<file path="src/rtl/addsub_pkg.sv">
// Shared constants and elaboration helpers for the pipelined adder/subtractor.
package addsub_pkg;

  localparam int DEF_WIDTH  = 32;
  localparam int DEF_STAGES = 4;
  localparam int MAX_WIDTH  = 256;

  localparam logic [MAX_WIDTH-1:0] ONE = MAX_WIDTH'(1);

  function automatic int slice_width(input int width, input int stages);
    return width / stages;
  endfunction

  function automatic logic [MAX_WIDTH-1:0] sat_max(input int width);
    return (ONE << (width - 1)) - ONE;
  endfunction

  function automatic logic [MAX_WIDTH-1:0] sat_min(input int width);
    return ONE << (width - 1);
  endfunction

  function automatic bit cfg_ok(input int width, input int stages);
    return (stages >= 1) && (stages <= 8) && (width % stages == 0) &&
           (width / stages >= 4) && (width <= MAX_WIDTH);
  endfunction

endpackage

</file>
<file path="src/rtl/cla_slice.sv">
// Combinational carry-lookahead adder for one operand slice; also exposes the
// carry into the slice MSB so the top slice can form the signed overflow flag.
module cla_slice
  import addsub_pkg::*;
#(
  parameter int N = 8
) (
  input  logic [N-1:0] a,
  input  logic [N-1:0] b,
  input  logic         ci,
  output logic [N-1:0] s,
  output logic         co,
  output logic         c_msb
);

  logic [N-1:0] g;
  logic [N-1:0] p;
  logic [N:0]   c;

  assign g = a & b;
  assign p = a ^ b;

  // Every carry is built from the group generate/propagate of the bits below
  // it plus ci, so no carry depends on its neighbour's carry.
  always_comb begin : comb_lookahead
    logic gg;
    logic pp;
    c    = '0;
    gg   = 1'b0;
    pp   = 1'b1;
    c[0] = ci;
    for (int i = 0; i < N; i++) begin
      gg       = g[i] | (p[i] & gg);
      pp       = pp & p[i];
      c[i+1]   = gg | (pp & ci);
    end
  end

  assign s     = p ^ c[N-1:0];
  assign co    = c[N];
  assign c_msb = c[N-1];

endmodule

</file>
<file path="src/rtl/pipe_addsub.sv">
// Pipelined carry-lookahead adder/subtractor: one slice per stage, carries and
// remaining operand bits flow forward, finished sum bits are carried alongside.
module pipe_addsub
  import addsub_pkg::*;
#(
  parameter int WIDTH  = DEF_WIDTH,
  parameter int STAGES = DEF_STAGES,
  parameter bit SAT_EN = 1'b1
) (
  input  logic             clk,
  input  logic             rst_n,
  input  logic             in_valid,
  output logic             in_ready,
  input  logic [WIDTH-1:0] a,
  input  logic [WIDTH-1:0] b,
  input  logic             cin,
  input  logic             sub,
  input  logic             sat,
  output logic             out_valid,
  input  logic             out_ready,
  output logic [WIDTH-1:0] out,
  output logic             cout,
  output logic             ovf
);

  localparam int SL = slice_width(WIDTH, STAGES);
  localparam logic [WIDTH-1:0] SAT_MAX_V = WIDTH'(sat_max(WIDTH));
  localparam logic [WIDTH-1:0] SAT_MIN_V = WIDTH'(sat_min(WIDTH));

  if (!cfg_ok(WIDTH, STAGES)) begin : g_cfg_check
    $error("pipe_addsub: WIDTH must split into STAGES (1..8) slices of at least 4 bits");
  end

  logic             adv;
  logic [WIDTH-1:0] b_eff;
  logic             c0;
  logic             sat_eff;

  // The whole pipe moves together; a stalled output freezes every stage.
  assign adv      = ~out_valid | out_ready;
  assign in_ready = adv;
  assign b_eff    = sub ? ~b : b;
  assign c0       = sub ? ~cin : cin;

  if (SAT_EN) begin : g_sat
    assign sat_eff = sat;
  end else begin : g_nosat
    logic unused_sat;
    assign sat_eff    = 1'b0;
    assign unused_sat = sat;
  end

  for (genvar k = 0; k < STAGES; k++) begin : g_stage
    localparam int REM = WIDTH - k * SL;

    logic [REM-1:0]        op_a;
    logic [REM-1:0]        op_b;
    logic                  c_in;
    logic                  v_in;
    logic                  s_in;
    logic [SL-1:0]         s_slice;
    logic                  c_out;
    logic                  c_msb;
    logic [(k+1)*SL-1:0]   sum_next;

    if (k == 0) begin : g_src
      assign op_a     = a;
      assign op_b     = b_eff;
      assign c_in     = c0;
      assign v_in     = in_valid;
      assign s_in     = sat_eff;
      assign sum_next = s_slice;
    end else begin : g_src
      assign op_a     = g_stage[k-1].g_mid.a_q;
      assign op_b     = g_stage[k-1].g_mid.b_q;
      assign c_in     = g_stage[k-1].g_mid.carry_q;
      assign v_in     = g_stage[k-1].g_mid.valid_q;
      assign s_in     = g_stage[k-1].g_mid.sat_q;
      assign sum_next = {s_slice, g_stage[k-1].g_mid.sum_q};
    end

    cla_slice #(.N(SL)) u_cla (
      .a     (op_a[SL-1:0]),
      .b     (op_b[SL-1:0]),
      .ci    (c_in),
      .s     (s_slice),
      .co    (c_out),
      .c_msb (c_msb)
    );

    if (k < STAGES - 1) begin : g_mid
      logic [REM-SL-1:0]   a_q;
      logic [REM-SL-1:0]   b_q;
      logic [(k+1)*SL-1:0] sum_q;
      logic                carry_q;
      logic                valid_q;
      logic                sat_q;
      logic                unused_c_msb;

      assign unused_c_msb = c_msb;

      always_ff @(posedge clk or negedge rst_n) begin
        if (!rst_n)   valid_q <= 1'b0;
        else if (adv) valid_q <= v_in;
      end

      always_ff @(posedge clk) begin
        if (adv) begin
          a_q     <= op_a[REM-1:SL];
          b_q     <= op_b[REM-1:SL];
          sum_q   <= sum_next;
          carry_q <= c_out;
          sat_q   <= s_in;
        end
      end
    end else begin : g_last
      logic             ovf_raw;
      logic             sat_hit;
      logic [WIDTH-1:0] res;

      // Overflow is only possible with equal effective sign bits, which pick the rail.
      assign ovf_raw = c_msb ^ c_out;
      assign sat_hit = s_in & ovf_raw;

      always_comb begin
        res = sum_next;
        if (sat_hit && !op_a[REM-1] && !op_b[REM-1]) res = SAT_MAX_V;
        else if (sat_hit && op_a[REM-1] && op_b[REM-1]) res = SAT_MIN_V;
      end

      always_ff @(posedge clk or negedge rst_n) begin
        if (!rst_n) begin
          out_valid <= 1'b0;
          out       <= '0;
          cout      <= 1'b0;
          ovf       <= 1'b0;
        end else if (adv) begin
          out_valid <= v_in;
          if (v_in) begin
            out  <= res;
            cout <= c_out;
            ovf  <= ovf_raw;
          end
        end
      end
    end
  end

endmodule

</file>
<file path="config.mk">
export PLATFORM = sky130hd
export DESIGN_NAME = pipe_addsub
export DESIGN_NICKNAME = d
export VERILOG_FILES = /design/src/rtl/addsub_pkg.sv /design/src/rtl/cla_slice.sv /design/src/rtl/pipe_addsub.sv
export SDC_FILE = /design/constraint.sdc
export NUM_CORES = 1
export LEC_CHECK = 0
export ABC_AREA = 1
export BUFFER_PORTS_ARGS = -buffer_cell sky130_fd_sc_hd__buf_4
export CORE_UTILIZATION = 45
export CTS_BUF_LIST = sky130_fd_sc_hd__clkbuf_8 sky130_fd_sc_hd__clkbuf_16
export CTS_CLUSTER_SIZE = 40
export DETAILED_ROUTE_END_ITERATION = 10
export GPL_ROUTABILITY_DRIVEN = 0
export HOLD_SLACK_MARGIN = 0.06
export PLACE_DENSITY = 0.64
export SKIP_CTS_REPAIR_TIMING = 1
export SLEW_MARGIN = 20
export SYNTH_ARGS = -nofsm -noshare
export SYNTH_HDL_FRONTEND = slang
export SYNTH_SLANG_ARGS = --single-unit
</file>
<file path="constraint.sdc">
create_clock -name clk -period 12.5 [get_ports clk]
set_input_delay 0 -clock clk [delete_from_list [all_inputs] [get_ports clk]]
set_output_delay 0 -clock clk [all_outputs]
set_load 0.005 [all_outputs]
</file>
== Yosys cells after proc, flatten, opt, wreduce, memory -nomap -nowiden ==
Index checks and enable logic that the tools add are counted.
Word-level totals
  input port bits: 71
  output and inout port bits: 36
  register bits: 188
Cells by class
  reductions and logical operators: 7
  bitwise operators: 166
  multiplexer cells: 4
Operators with widths (number)
  $mux 32: 3
  $and 1x1->1: 89
  $xor 8x8->8: 8
  $or 1x1->1: 61
  $and 8x8->8: 4
  $not 32->32: 1
  $logic_and 1x1->1: 4
  $logic_not 1->1: 2
  $not 1->1: 2
  $reduce_and 2->1: 1
  $mux 1: 1
  $xor 1x1->1: 1

== Logic depth before layout (Yosys ltp) ==
  depth after elaboration: 22
  mapped depth: 20
  mapped depth without buffers: 19

== By module ==
From an unflattened synthesis, not the netlist that was laid out.
Unflattened totals
  cell total of the unflattened synthesis: 627
  area total of the unflattened synthesis: 8066.5 um^2
By module, submodules not included
  pipe_addsub: area an instance 6676.4 um^2, cells each 427, sequential area each 5455.2 um^2, times used 1
  cla_slice (g_stage[1].u_cla ...): area an instance 344.1 um^2, cells each 50, sequential area each 0.0 um^2, times used 3
  cla_slice (g_stage[0].u_cla): area an instance 357.8 um^2, cells each 50, sequential area each 0.0 um^2, times used 1

== Worst setup path after synthesis ==
Ideal clock, no wire load.
  path type: flip-flop to flip-flop
  from: register out_valid
  to: register g_stage[0].g_mid.a_q[0] (enable)
  data required time: 11.992 ns
  library setup time: 0.508 ns
  data arrival time: 3.484 ns
  setup slack: 8.508 ns
  stages on the path, launching flop included: 4
  clock period less this slack: 3.992 ns
  path through: dfrtp_1 > inv_1 > nor2_1 > inv_1
Between the ends
  cells in the longest elaborated chain, start to end: 2
RTL lines
  start: declaration: RTL line pipe_addsub.sv:19  | output logic out_valid,
  start signal: assignment: RTL line pipe_addsub.sv:138  | out_valid <= v_in;
  $not 1->1: RTL line pipe_addsub.sv:40  | assign adv = ~out_valid | out_ready;
  $or 1x1->1: RTL line pipe_addsub.sv:40
  via in_ready: RTL line pipe_addsub.sv:13  | output logic in_ready,
  end signal: assignment: RTL line pipe_addsub.sv:109  | a_q <= op_a[REM-1:SL];
  end: declaration: RTL line pipe_addsub.sv:92  | logic [REM-SL-1:0] a_q;
The timed path passes the listed nets, and every way through them passes these cells.
A chain may end at the register's enable or synchronous reset.

== Worst setup path in the final report ==
  from: register g_stage[2].g_mid.a_q[1]
  to: register out[1]
Between the ends
  cells in the longest elaborated chain, start to end: 22
  elaborated cells between the ends (all ways): 35
  classes of those cells: mux: 2; bitwise: 29; reduce/logical: 4
RTL lines
  start: declaration: RTL line pipe_addsub.sv:92
  start signal: assignment: RTL line pipe_addsub.sv:109
  $xor 8x8->8: RTL line cla_slice.sv:21  | assign p = a ^ b;
  $and 1x1->1: RTL line cla_slice.sv:33  | gg = g[i] | (p[i] & gg);
  $or 1x1->1: RTL line cla_slice.sv:33
  $and 1x1->1: RTL line cla_slice.sv:33
  $or 1x1->1: RTL line cla_slice.sv:33
  $and 1x1->1: RTL line cla_slice.sv:33
  $or 1x1->1: RTL line cla_slice.sv:33
  $and 1x1->1: RTL line cla_slice.sv:33
  (+5 left out)
  $and 1x1->1: RTL line cla_slice.sv:33
  $or 1x1->1: RTL line cla_slice.sv:33
  $or 1x1->1: RTL line cla_slice.sv:35  | c[i+1] = gg | (pp & ci);
  $xor 1x1->1 *: RTL line pipe_addsub.sv:122  | assign ovf_raw = c_msb ^ c_out;
  $and 1x1->1 *: RTL line pipe_addsub.sv:123  | assign sat_hit = s_in & ovf_raw;
  $logic_and 1x1->1 (2 in series): RTL line pipe_addsub.sv:128  | else if (sat_hit && op_a[REM-1] && op_b[REM-1]) res = SAT_MIN_V;
  $mux 32: RTL line pipe_addsub.sv:128
  $mux 32 *: RTL line pipe_addsub.sv:127  | if (sat_hit && !op_a[REM-1] && !op_b[REM-1]) res = SAT_MAX_V;
  end signal: assignment: RTL line pipe_addsub.sv:140  | out <= res;
  end: declaration: RTL line pipe_addsub.sv:21  | output logic [WIDTH-1:0] out,
Mark *: on every way between the ends. The rest lies on a longest branch, timed or not.

==> flow_summary.ini <==
[status]
status = complete, no violations

[floorplan]
fp-row-count = 47
initial_utilization_pct = 46.34
core_region_area_sq_um = 16700
fp.dieH_microns = 133.2
dieWidth_microns = 133.2
design.die.area_sq_um = 17730
io-pin-count = 107

[place]
total_instance_count_after_detailed_placement = 873
dp_worst_setup_slack_ps = 9668
place.detailed.hpwl_mm = 7.697
placed_cell_area_sq_um = 8713
i_o_buffers = 106

[clocking]
register_clock_pin_slew_on_the_reported_worst_setup_and_hold_paths_ps = 70
htree_levels = 4
clock_path_buffers = 2
cts.sinks = 188
numCtsBuffers = 17
cts-root-buf = clkbuf_16
clock_insertion_delay_worst_skew_ps = 420
cts_tree = built

[logic_synthesis]
summed_instance_area_of_the_synthesized_netlist_sq_um = 7740
most_frequent_cells_after_synthesis = nand2_1, edfxtp_1, xor2_1
synth_seq_area_share_pct = 70.48
synth-seq-cells = 188
synth.avg_cell_area_sq_um = 13.80
synth_cells = 561
post_synth_top_area_share_pct = 58.20
synthDominantAreaCellType = edfxtp_1
dominantRegCellSynth = edfxtp_1
synth.lib_cells_used.distinct = 30
synthArstFlopShare_pct = 20.21
yosysMostFrequentCell = nand2_1
edff_count_synth = 150
synthesis.nets = 668
ys_warn_count = 0
synth_area_leaders = edfxtp_1, dfrtp_1, nand2_1, xor2_1, ha_1

[power_and_ir_drop]
cellPowerDensity_nw_per_um2 = 229.1
clockPowerShare_pct = 23.8
comb_power_share_pct = 29.4
power.net_switching_uw = 688.4
internal-power_mw = 1.585
share_seq_of_total_power_pct = 46.9
total_leakage_power_nw = 4.518
switching_share_of_total_power_pct = 30.29
power.ir.vdd_worst_mv = 0.1079

[worst_setup_path]
critical_path_required_ps = 12850
critPathMaxFanout = 32
worstSetupEndpointType = register
rr_worst_depth = 18
timing.critical_path.arrival_ps = 3170
criticalPathCategory = reg2reg
r2r-start = g_stage[2].g_mid.a_q[1]
timing.reg2reg.setup_slack_ps = 9680
reg2reg_to = out[1]
worst_setup_path_start_kind = register

[timing]
setup_ws_ps = 9682
fin_tns_setup_ps = 0
clock_skew_ps = 8.566
setup-violations-final = 0
drv_slew = 0
worst_slew_pin_slew_ps = 958.7
grt_setup_unrepaired = false
worst_slew_margin_rel_pct = 35.69
timing.final.crit_period_ps = 2818
finalHoldViolations = 0
post-route-period-util_pct = 22.54
fmaxAchievable_mhz = 354.9

[route]
wire_length_after_detailed_routing_mm = 12.41
detail_route.iter0.violations = 243
detail_route.drc_violations = 0
dr.pass1.iters = 4
dr_vias_cell = 4.548
dr_total_vias = 4384
avgRoutedWirePerCell_microns = 12.87
antenna_violating_nets_left = 0

[cells_and_area]
final-instance-count-excl-fill = 964
n_antenna_cell = 0
post_route_cells_drive_above_1_share_pct = 20.97
final_net_count = 838
finish.instance_area_sq_um = 9922
flow.area_growth_from_synthesis_pct = 28.19
postLayoutCoreUtil_pct = 59.41

[grt]
grt_start_max_net_pins = 89
grt_first_pass_wirelength_mm = 19.44
number_of_antenna_violations_at_the_first_check_in_global_routing = 0
grt.total_usage_pct = 14.36
first_global_vias = 4064
grt_overflow = 0

[min_path]
hold_path_class = in2async

[run]
maxCapViolCount = 0
## worst max path at each step
stage          slack [ps]               startpoint  cells after the start                 endpoint
2_1_floorplan        8510                out_valid                      3  g_stage[0].g_mid.a_q[0]
3_3_place_gp         9800  g_stage[2].g_mid.a_q[1]                     17                  out[31]
3_5_place_dp         9670  g_stage[2].g_mid.a_q[1]                     17                  out[31]
4_1_cts              9650  g_stage[2].g_mid.a_q[1]                     18                   out[1]
5_1_grt              9430  g_stage[2].g_mid.a_q[1]                     18                  out[25]
6_report             9680  g_stage[2].g_mid.a_q[1]                     18                   out[1]
## power by group through the flow
stage / clock network [mW] / registers, mW / logic, mW
2_1_floorplan: 0 / 1.07 / 0.460
3_3_place_gp: 0 / 1.07 / 0.639
3_5_place_dp: 0 / 1.08 / 0.653
4_1_cts: 0.552 / 1.07 / 0.659
5_1_grt: 0.576 / 1.09 / 0.768
6_report: 0.541 / 1.06 / 0.667
## state kept, by name (all words and copies together) (netlist names)
name and flops:
cout 1, g_stage.g_mid.a_q 48, g_stage.g_mid.b_q 48, g_stage.g_mid.carry_q 3, g_stage.g_mid.sat_q 3, g_stage.g_mid.sum_q 48
g_stage.g_mid.valid_q 3, out 32, out_valid 1, ovf 1
## layout make-up
class / instances / area (sq um)
tap: 220 / 275.3
clock inverter: 15 / 175.2
timing repair buffer: 167 / 1419
fill: 1324 / 6779
sequential: 188 / 5455
inverter: 32 / 125.1
clock buffer: 17 / 425.4
multi-input combinational: 325 / 2047
## placed cells by master (no fill, tap or decap), drive strengths merged
cell type,netlist,final
nand2,189,189
edfxtp,150,150
buf,12,109
dlygate4sd3,0,58
xor2,53,53
dfrtp,38,38
inv,31,33
ha,32,32
clkbuf,4,17
a21o,10,10
a21oi,8,8
xnor2,8,8
clkinv,1,8
nand3,6,6
fa,4,4
nor2,4,4
o21ai,4,4
o21bai,3,3
bufinv,0,3
clkinvlp,0,3
nand4,2,2
nand3b,1,1
a31oi,1,1
## stage by stage
step | power, mW | hold slack, ps
global placement | 1.713 | -5.603
floorplan | 1.530 | -295.6
detailed placement | 1.736 | 7.022
finish | 2.273 | 77.40
global route | 2.434 | 102.9
CTS | 2.282 | -457.7
## kinds of logic (layout without fill, tap and decap cells)
kind of cell | Yosys count | in the layout | share of synthesized area [%]
buffers and inverters | 48 | 231 | 3.104
AOI/OAI and AO/OA | 26 | 26 | 2.312
DFF | 188 | 188 | 70.48
adders and majority gates | 36 | 36 | 6.208
and+or+nand+nor | 202 | 202 | 10.90
xor gates and xnor gates | 61 | 61 | 7.000
## critical path: stages, from the launching register on
cell,delay [ps]
edfxtp_1,370
ha_1,360
nand2_1,90
nand2_1,70
nand2_1,60
nand2_1,60
nand2_1,70
nand3_2,90
nand2_2,80
nand2_2,60
nand2_2,70
nand2_4,60
nand2_4,80
nand2_4,70
o21ai_4,90
nand4_2,660
nand2_1,260
nand2_1,80
nand2_1,90
## metal layers
layer  up-vias  wire [microns]  global-route usage, %  share of wire (%)
met5         -               0                      0                  0
li1       2224               -                      -                  -
met1      2055            5330                  17.16                 43
met3        16             574                  4.110                4.6
met4         0             208                  6.250                1.7
met2        89            6294                  24.29                 51
Power figures use the tool's default switching activity.
